## src/rtl/if_id_skid_seg.sv

```systemverilog
// IFU -> IDU pipeline segment with a valid/ready handshake and one skid entry.
// The main register always drives dn_*. The skid register catches the entry
// that was already accepted when decode stalled. This keeps up_ready a pure
// decode of the state register, with no path from dn_ready.
//
// Handshake: a transfer happens on a rising clk edge when valid and ready are
// both high. A producer that raises valid keeps valid and its payload stable
// until that transfer. Ready may be raised or lowered freely and does not
// depend on the same side's valid.
module if_id_skid_seg #(
  parameter int unsigned PC_W              = 32,
  parameter int unsigned INST_W            = 32,
  parameter logic [31:0] RST_PC            = 32'h8000_0000,
  parameter logic [31:0] NOP_INST          = 32'h0000_0013,
  parameter bit          FLUSH_HONOR_STALL = 1'b0
) (
  input  logic              clk,
  input  logic              rst,
  input  logic              flush,
  input  logic              up_valid,
  output logic              up_ready,
  input  logic [PC_W-1:0]   up_pc,
  input  logic [INST_W-1:0] up_inst,
  input  logic              up_commit,
  output logic              dn_valid,
  input  logic              dn_ready,
  output logic [PC_W-1:0]   dn_pc,
  output logic [INST_W-1:0] dn_inst,
  output logic              dn_commit,
  output logic [1:0]        occupancy
);

  // The state encoding equals the number of held entries, so occupancy
  // doubles as the state debug port.
  localparam logic [1:0] S_EMPTY = 2'd0;
  localparam logic [1:0] S_BUSY  = 2'd1;
  localparam logic [1:0] S_FULL  = 2'd2;

  // Bubble payload. The 32-bit parameters are resized to the build's widths.
  localparam logic [PC_W-1:0]   BUBBLE_PC   = PC_W'(RST_PC);
  localparam logic [INST_W-1:0] BUBBLE_INST = INST_W'(NOP_INST);

  logic [1:0]        r_state;
  logic [PC_W-1:0]   r_main_pc;
  logic [INST_W-1:0] r_main_inst;
  logic              r_main_commit;
  logic [PC_W-1:0]   r_skid_pc;
  logic [INST_W-1:0] r_skid_inst;
  logic              r_skid_commit;

  logic       w_up_ready;
  logic       w_dn_valid;
  logic       w_fire_in;
  logic       w_fire_out;
  logic       w_flush_take;
  logic [1:0] w_state_nxt;
  logic       w_main_ld_up;
  logic       w_main_ld_skid;
  logic       w_main_bubble;
  logic       w_skid_ld_up;
  logic       w_skid_bubble;

  assign w_up_ready   = (r_state != S_FULL);
  assign w_dn_valid   = (r_state != S_EMPTY);
  assign w_fire_in    = up_valid & w_up_ready;
  assign w_fire_out   = w_dn_valid & dn_ready;
  // In stall-gated mode the flush waits for decode to accept, so a stalled
  // main entry is never dropped from under the IDU.
  assign w_flush_take = flush & (FLUSH_HONOR_STALL ? dn_ready : 1'b1);

  // Next-state decode and register load selects; flush overrides the handshake.
  always_comb begin
    w_state_nxt    = r_state;
    w_main_ld_up   = 1'b0;
    w_main_ld_skid = 1'b0;
    w_main_bubble  = 1'b0;
    w_skid_ld_up   = 1'b0;
    w_skid_bubble  = 1'b0;
    if (w_flush_take) begin
      w_state_nxt   = S_EMPTY;
      w_main_bubble = 1'b1;
      w_skid_bubble = 1'b1;
    end else begin
      case (r_state)
        S_EMPTY: begin
          if (w_fire_in) begin
            w_state_nxt  = S_BUSY;
            w_main_ld_up = 1'b1;
          end
        end
        S_BUSY: begin
          if (w_fire_in && w_fire_out) begin
            w_main_ld_up = 1'b1;
          end else if (w_fire_in) begin
            w_state_nxt  = S_FULL;
            w_skid_ld_up = 1'b1;
          end else if (w_fire_out) begin
            w_state_nxt   = S_EMPTY;
            w_main_bubble = 1'b1;
          end
        end
        S_FULL: begin
          // The skid entry is younger, so it moves into main once main drains.
          if (dn_ready) begin
            w_state_nxt    = S_BUSY;
            w_main_ld_skid = 1'b1;
            w_skid_bubble  = 1'b1;
          end
        end
        default: begin
          w_state_nxt   = S_EMPTY;
          w_main_bubble = 1'b1;
          w_skid_bubble = 1'b1;
        end
      endcase
    end
  end

  // State register.
  always_ff @(posedge clk) begin
    if (rst) r_state <= S_EMPTY;
    else     r_state <= w_state_nxt;
  end

  // Main payload register. It holds the bubble whenever it has no entry.
  always_ff @(posedge clk) begin
    if (rst || w_main_bubble) begin
      r_main_pc     <= BUBBLE_PC;
      r_main_inst   <= BUBBLE_INST;
      r_main_commit <= 1'b0;
    end else if (w_main_ld_up) begin
      r_main_pc     <= up_pc;
      r_main_inst   <= up_inst;
      r_main_commit <= up_commit;
    end else if (w_main_ld_skid) begin
      r_main_pc     <= r_skid_pc;
      r_main_inst   <= r_skid_inst;
      r_main_commit <= r_skid_commit;
    end
  end

  // Skid payload register. It is cleared to the bubble when it is emptied.
  always_ff @(posedge clk) begin
    if (rst || w_skid_bubble) begin
      r_skid_pc     <= BUBBLE_PC;
      r_skid_inst   <= BUBBLE_INST;
      r_skid_commit <= 1'b0;
    end else if (w_skid_ld_up) begin
      r_skid_pc     <= up_pc;
      r_skid_inst   <= up_inst;
      r_skid_commit <= up_commit;
    end
  end

  assign up_ready  = w_up_ready;
  assign dn_valid  = w_dn_valid;
  assign dn_pc     = r_main_pc;
  assign dn_inst   = r_main_inst;
  assign dn_commit = r_main_commit;
  assign occupancy = r_state;

endmodule

```

## config.mk

```make
export PLATFORM = sky130hd
export DESIGN_NAME = if_id_skid_seg
export DESIGN_NICKNAME = d
export VERILOG_FILES = /design/src/rtl/if_id_skid_seg.sv
export SDC_FILE = /design/constraint.sdc
export NUM_CORES = 1
export LEC_CHECK = 0
export CORE_ASPECT_RATIO = 1.25
export CORE_UTILIZATION = 48
export CTS_BUF_LIST = sky130_fd_sc_hd__clkbuf_16
export DETAILED_ROUTE_END_ITERATION = 16
export GPL_TIMING_DRIVEN = 0
export MAX_ROUTING_LAYER = met4
export PLACE_DENSITY = 0.82
export SLEW_MARGIN = 20
export SYNTH_ARGS = -nofsm -noshare
export SYNTH_HDL_FRONTEND = slang
export SYNTH_SLANG_ARGS = --single-unit
```

## constraint.sdc

```tcl
create_clock -name clk -period 2.6 [get_ports clk]
set_clock_uncertainty 0.15 [all_clocks]
set_input_delay 0.78 -clock clk [delete_from_list [all_inputs] [get_ports clk]]
set_output_delay 0.78 -clock clk [all_outputs]
set_load 0.02 [all_outputs]
```

# Yosys cells after proc, flatten, opt, wreduce, memory -nomap -nowiden
# Cells that the tools add are included.
# totals
ff_bits	132
input_bits	70
output_inout_bits	69
elab_cells	55
# op_classes
n_eq_ne	7
muxes	29
bitwise	2
reduce_logical	10
# ops
op	n
$mux 32	4
$mux 1	16
$mux 2	5
$ne 2x2->1 const B	4
$pmux 1 s2	3
$pmux 2 s3	1
$reduce_or 2->1	3
$reduce_and 4->1	1
$reduce_bool 2->1	2
$ne 3x3->1 const B	1
$and 1x1->1	2
$eq 2x1->1 const B	1
$eq 2x2->1 const B	1
$logic_not 2->1	1
$logic_or 1x1->1	2
$logic_and 1x1->1	1

# Longest topological paths before layout
# logic_depth
ltp_word	8
mapped_depth	6
mapped_depth_nobuf	4

# Worst setup path after synthesis
# OpenSTA, ideal clock, no wires.
# synth_timing
kind	input to register
from	in flush
to	reg r_main_commit, in the netlist dn_commit
arrival_ns	1.838
t_required_ns	2.331
slack_ns	0.492
path_stages	6
n_path_buf	3
path_cell_list	clkbuf_1 -> or3b_1 -> buf_4 -> buf_6 -> a21oi_1 -> a21oi_1
# synth_via
elab_chain_len	2
# synth_rtl
item	line	rtl
from (decl)	19	input logic flush,
$mux 1	79	if (w_flush_take) begin
$mux 1, or another cell as far along	131	end else if (w_main_ld_up) begin
to (signal assigned)	134	r_main_commit <= up_commit;
to (signal assigned)	138	r_main_commit <= r_skid_commit;
to (decl)	46	logic r_main_commit;
# Several ways; a longest one is shown, not always the timed one.
# A chain may end at the register's enable or synchronous reset.

# Final worst setup path
# layout_timing
from	in up_valid
to	reg r_main_inst[2], in the netlist dn_inst[2]
# layout_via
elab_chain_len	6
# layout_rtl
item	line	rtl
from (decl)	20	input logic up_valid,
$and 1x1->1 *	65	assign w_fire_in = up_valid & w_up_ready;
$logic_and 1x1->1 or $mux 1 (tied branches)	92, 94	
$mux 1	92	if (w_fire_in && w_fire_out) begin
$pmux 1 s2	84	case (r_state)
$mux 1	79	
$mux 32, or another cell as far along	131	
to (signal assigned)	133	r_main_inst <= up_inst;
to (signal assigned)	137	r_main_inst <= r_skid_inst;
to (decl)	45	logic [INST_W-1:0] r_main_inst;
# Mark *: on every way between the ends. The rest lies on a longest branch, timed or not.

==> key figures <==
Status
  • Status: finished clean

Floorplanning
  • DIE AREA: 0.0112 mm²
  • Chip width: 94.7 µm
  • Core Region: 0.0103 mm²
  • Starting Density: 0.503
  • I/O pin count: 139
  • Die height: 118 µm
  • Row count: 41

Detailed routing
  • Vias per inst: 5.41
  • Drt drc: 0
  • Drt pass-1 iters: 5
  • Initial DRC Count: 293
  • Vias post-DR: 5156
  • Post-route antenna net violation count: 0
  • Routed length per placed instance: 15.2 µm
  • WL final: 14500 µm

Worst setup path
  • Flop-to-flop setup slack: 0.66 ns
  • Critical Path Sink Type: flip-flop
  • Worst Reg2Reg Path Length in Cells: 6
  • Arrival @ worst endpoint: 2.58 ns
  • Reg2reg end: dn_inst[2]$_SDFFE_PP0P_
  • Crit path kind: in -> reg
  • Reg2Reg Launch Point: occupancy[1]$_SDFFE_PP0P_
  • CP Launch Type: primary input
  • Req. time, crit path: 2.75 ns
  • CP max FO: 10

Placed design
  • I/O Buffers: 137
  • Hpwl dp: 10300 µm
  • Placer Congestion: 0.867

Worst hold path
  • Min-delay src: dn_inst[22]$_SDFFE_PP0P_
  • Hold Path Stages: 2
  • Worst Hold Class: reg -> reg
  • Hold Crit Endpoint: dn_inst[22]$_SDFFE_PP0P_

Pwr
  • Static Leak: 0.00244 µW
  • Worst VDD drop: 0.479 mV
  • Overall Power: 4490 µW
  • Cell Pwr Density: 625 mW/mm²

Logic synthesis
  • Syn_nets: 729
  • Unique masters post-synth: 28
  • Cell count after synthesis: 659
  • Cell area after synthesis: 0.00516 mm²
  • Register area share after synthesis: 0.512
  • FF+latch count, synth: 132
  • Synthesized area per cell: 7.83 µm²
  • Synth warn: 0

Job
  • Max cap viols: 0

Clock network
  • Post-CTS Hold Fix Bufs: 0
  • Clock Sinks: 132
  • Setup Fix Bufs, Post-CTS: 0
  • Root Driver: clkbuf_16
  • CTS tree: built
  • CTS H-tree lvls: 4
  • Clk Latency, worst-skew pair: 0.41 ns
  • Clk buf depth: 2
  • Clock transition at path regs: 0.05 ns
  • Total CTS buffers: 17

Layout
  • Final Util: 0.701
  • Area delta synth->final: 39.4%
  • Layout Nets: 885
  • ANT cells: 0
  • Fill cell count: 845
  • Area of the multi-input gates: 0.00224 mm²
  • FF/Latch Area: 0.00265 mm²
  • Share of cells above drive strength 1: 0.0607

Global route
  • Vias in the first global route: 4992
  • GRT overflow: 0
  • Gr usage total: 0.274
  • Largest net degree at the start of global routing: 17
  • First-pass GRT wire length: 23200 µm
  • Initial antenna violation count: 0

STA
  • Worst Tran Pin Value: 0.537 ns
  • Max-slew violations: 0
  • Crit path time final: 2.43 ns
  • Fin. Hold Viols: 0
  • Final setup violation count: 0
  • Fmax: 412 MHz
  • Tcrit/Tclk final: 0.935
  • RSZ-0062 raised after global routing: no
  • Slew HR: 0.642
[cell type report]
| class | count | share of cell area |
|---|---|---|
| sequential | 132 | 0.368 |
| tap | 129 | 0.0224 |
| multi-input combinational | 473 | 0.311 |
| timing repair buffer | 137 | 0.192 |
| inverter | 1 | 0.000522 |
| buffer | 53 | 0.0404 |
| clock buffer | 17 | 0.0592 |
| clock inverter | 11 | 0.00713 |
[layout by cell type (no fill, tap or decap), types with 3 or more instances in the layout]
master / netlist / layout
a21oi_1: 182 / 182
mux2i_1: 5 / 5
buf_1: 3 / 3
clkdlybuf4s50_1: 0 / 134
nand2_1: 198 / 198
clkbuf_1: 31 / 31
dlymetal6s2s_1: 0 / 3
clkbuf_16: 0 / 17
dfxtp_1: 132 / 130
inv_1: 1 / 3
o21ai_0: 62 / 62
clkinv_1: 0 / 3
clkinv_2: 0 / 5
buf_4: 7 / 7
buf_6: 8 / 8
a2bb2oi_1: 4 / 4
buf_2: 3 / 3
nand3_1: 4 / 4
[stage by stage]
step                      setup slack, ns  area [µm²]  TNS, ns  hold WS (ns)  instances
after floorplan                     0.492        5160        0         0.280        659
after global placement             -0.309        6690   -20.64         0.286        925
after detailed placement           -0.419        6690   -25.85         0.294        925
after CTS                          0.0107        7170        0         0.303        953
after global routing               0.0647        7190        0         0.319        953
final                               0.170        7190        0         0.302        953
[cells in the mapped netlist, drive strengths merged]
master,n,share of area
o211a,1,0.0019
nand2,198,0.14
a2111oi,1,0.0017
buf,21,0.033
nor3,1,0.0019
or3,1,0.0012
nand3,4,0.0039
dfxtp,132,0.51
o21ai,62,0.060
nor3b,2,0.0039
a21oi,182,0.18
and2,2,0.0024
mux2i,5,0.0097
or2,1,0.0012
nand2b,2,0.0053
a2bb2oi,4,0.0068
or3b,2,0.0034
clkbuf,32,0.024
nor2b,1,0.0027
o21a,1,0.0015
nor2,2,0.0015
inv,1,0.00073
a31oi,1,0.0012
[sequential cells by signal, summed over array words and instances, names as in the netlist]
register,count
dn_inst,32
dn_pc,32
r_skid_inst,32
r_skid_pc,32
occupancy,2
dn_commit,1
r_skid_commit,1
[cells by family (layout without fill, tap and decap cells)]
logic type             count (synthesis)  after routing  share of synthesized area
AOI/OAI and AO/OA                    252            252                      0.250
buffers and inverters                 54            219                     0.0570
DFF                                  132            132                      0.512
muxes                                  5              5                    0.00970
and+or+nand+nor                      216            216                      0.171
[power breakdown]
part           internal [µW]  total, µW  switching, µW
clock                   1160       1970            803
combinational            214        441            227
sequential              2060       2090           23.4
total                   3440       4490           1050
[worst max path at each step]
| stage | from | depth (start not counted) | slack (ns) | to |
|---|---|---|---|---|
| 2_1_floorplan | flush | 6 | 0.49 | dn_commit$_SDFFE_PP0P_ |
| 3_3_place_gp | dn_ready | 5 | -0.31 | dn_inst[17]$_SDFFE_PP0P_ |
| 3_5_place_dp | dn_ready | 6 | -0.42 | dn_inst[2]$_SDFFE_PP0P_ |
| 4_1_cts | dn_ready | 6 | 0.01 | dn_inst[2]$_SDFFE_PP0P_ |
| 5_1_grt | up_valid | 7 | 0.06 | dn_inst[8]$_SDFFE_PP0P_ |
| 6_report | up_valid | 7 | 0.17 | dn_inst[2]$_SDFFE_PP0P_ |
[metal layers]
layer  part of all wire  vias up  track usage
met4              0.025        0        0.103
met2               0.52      205        0.462
met1               0.39     2374        0.304
met5                  0        -            -
met3              0.061       34       0.0730
li1                   -     2543            -
[timing repair]
item	in CTS	in global routing
resized for setup	2	5
setup endpoints to repair	2	62
hold endpoints to repair	0	0
[critical path, cell delays in order]
cell,delay [ns]
clkdlybuf4s50_1,0.57
nand2b_4,0.11
or3_1,0.32
clkbuf_2,0.21
clkbuf_1,0.25
o21ai_0,0.25
a21oi_1,0.08
Note: power is estimated with default switching activity, not from simulation.
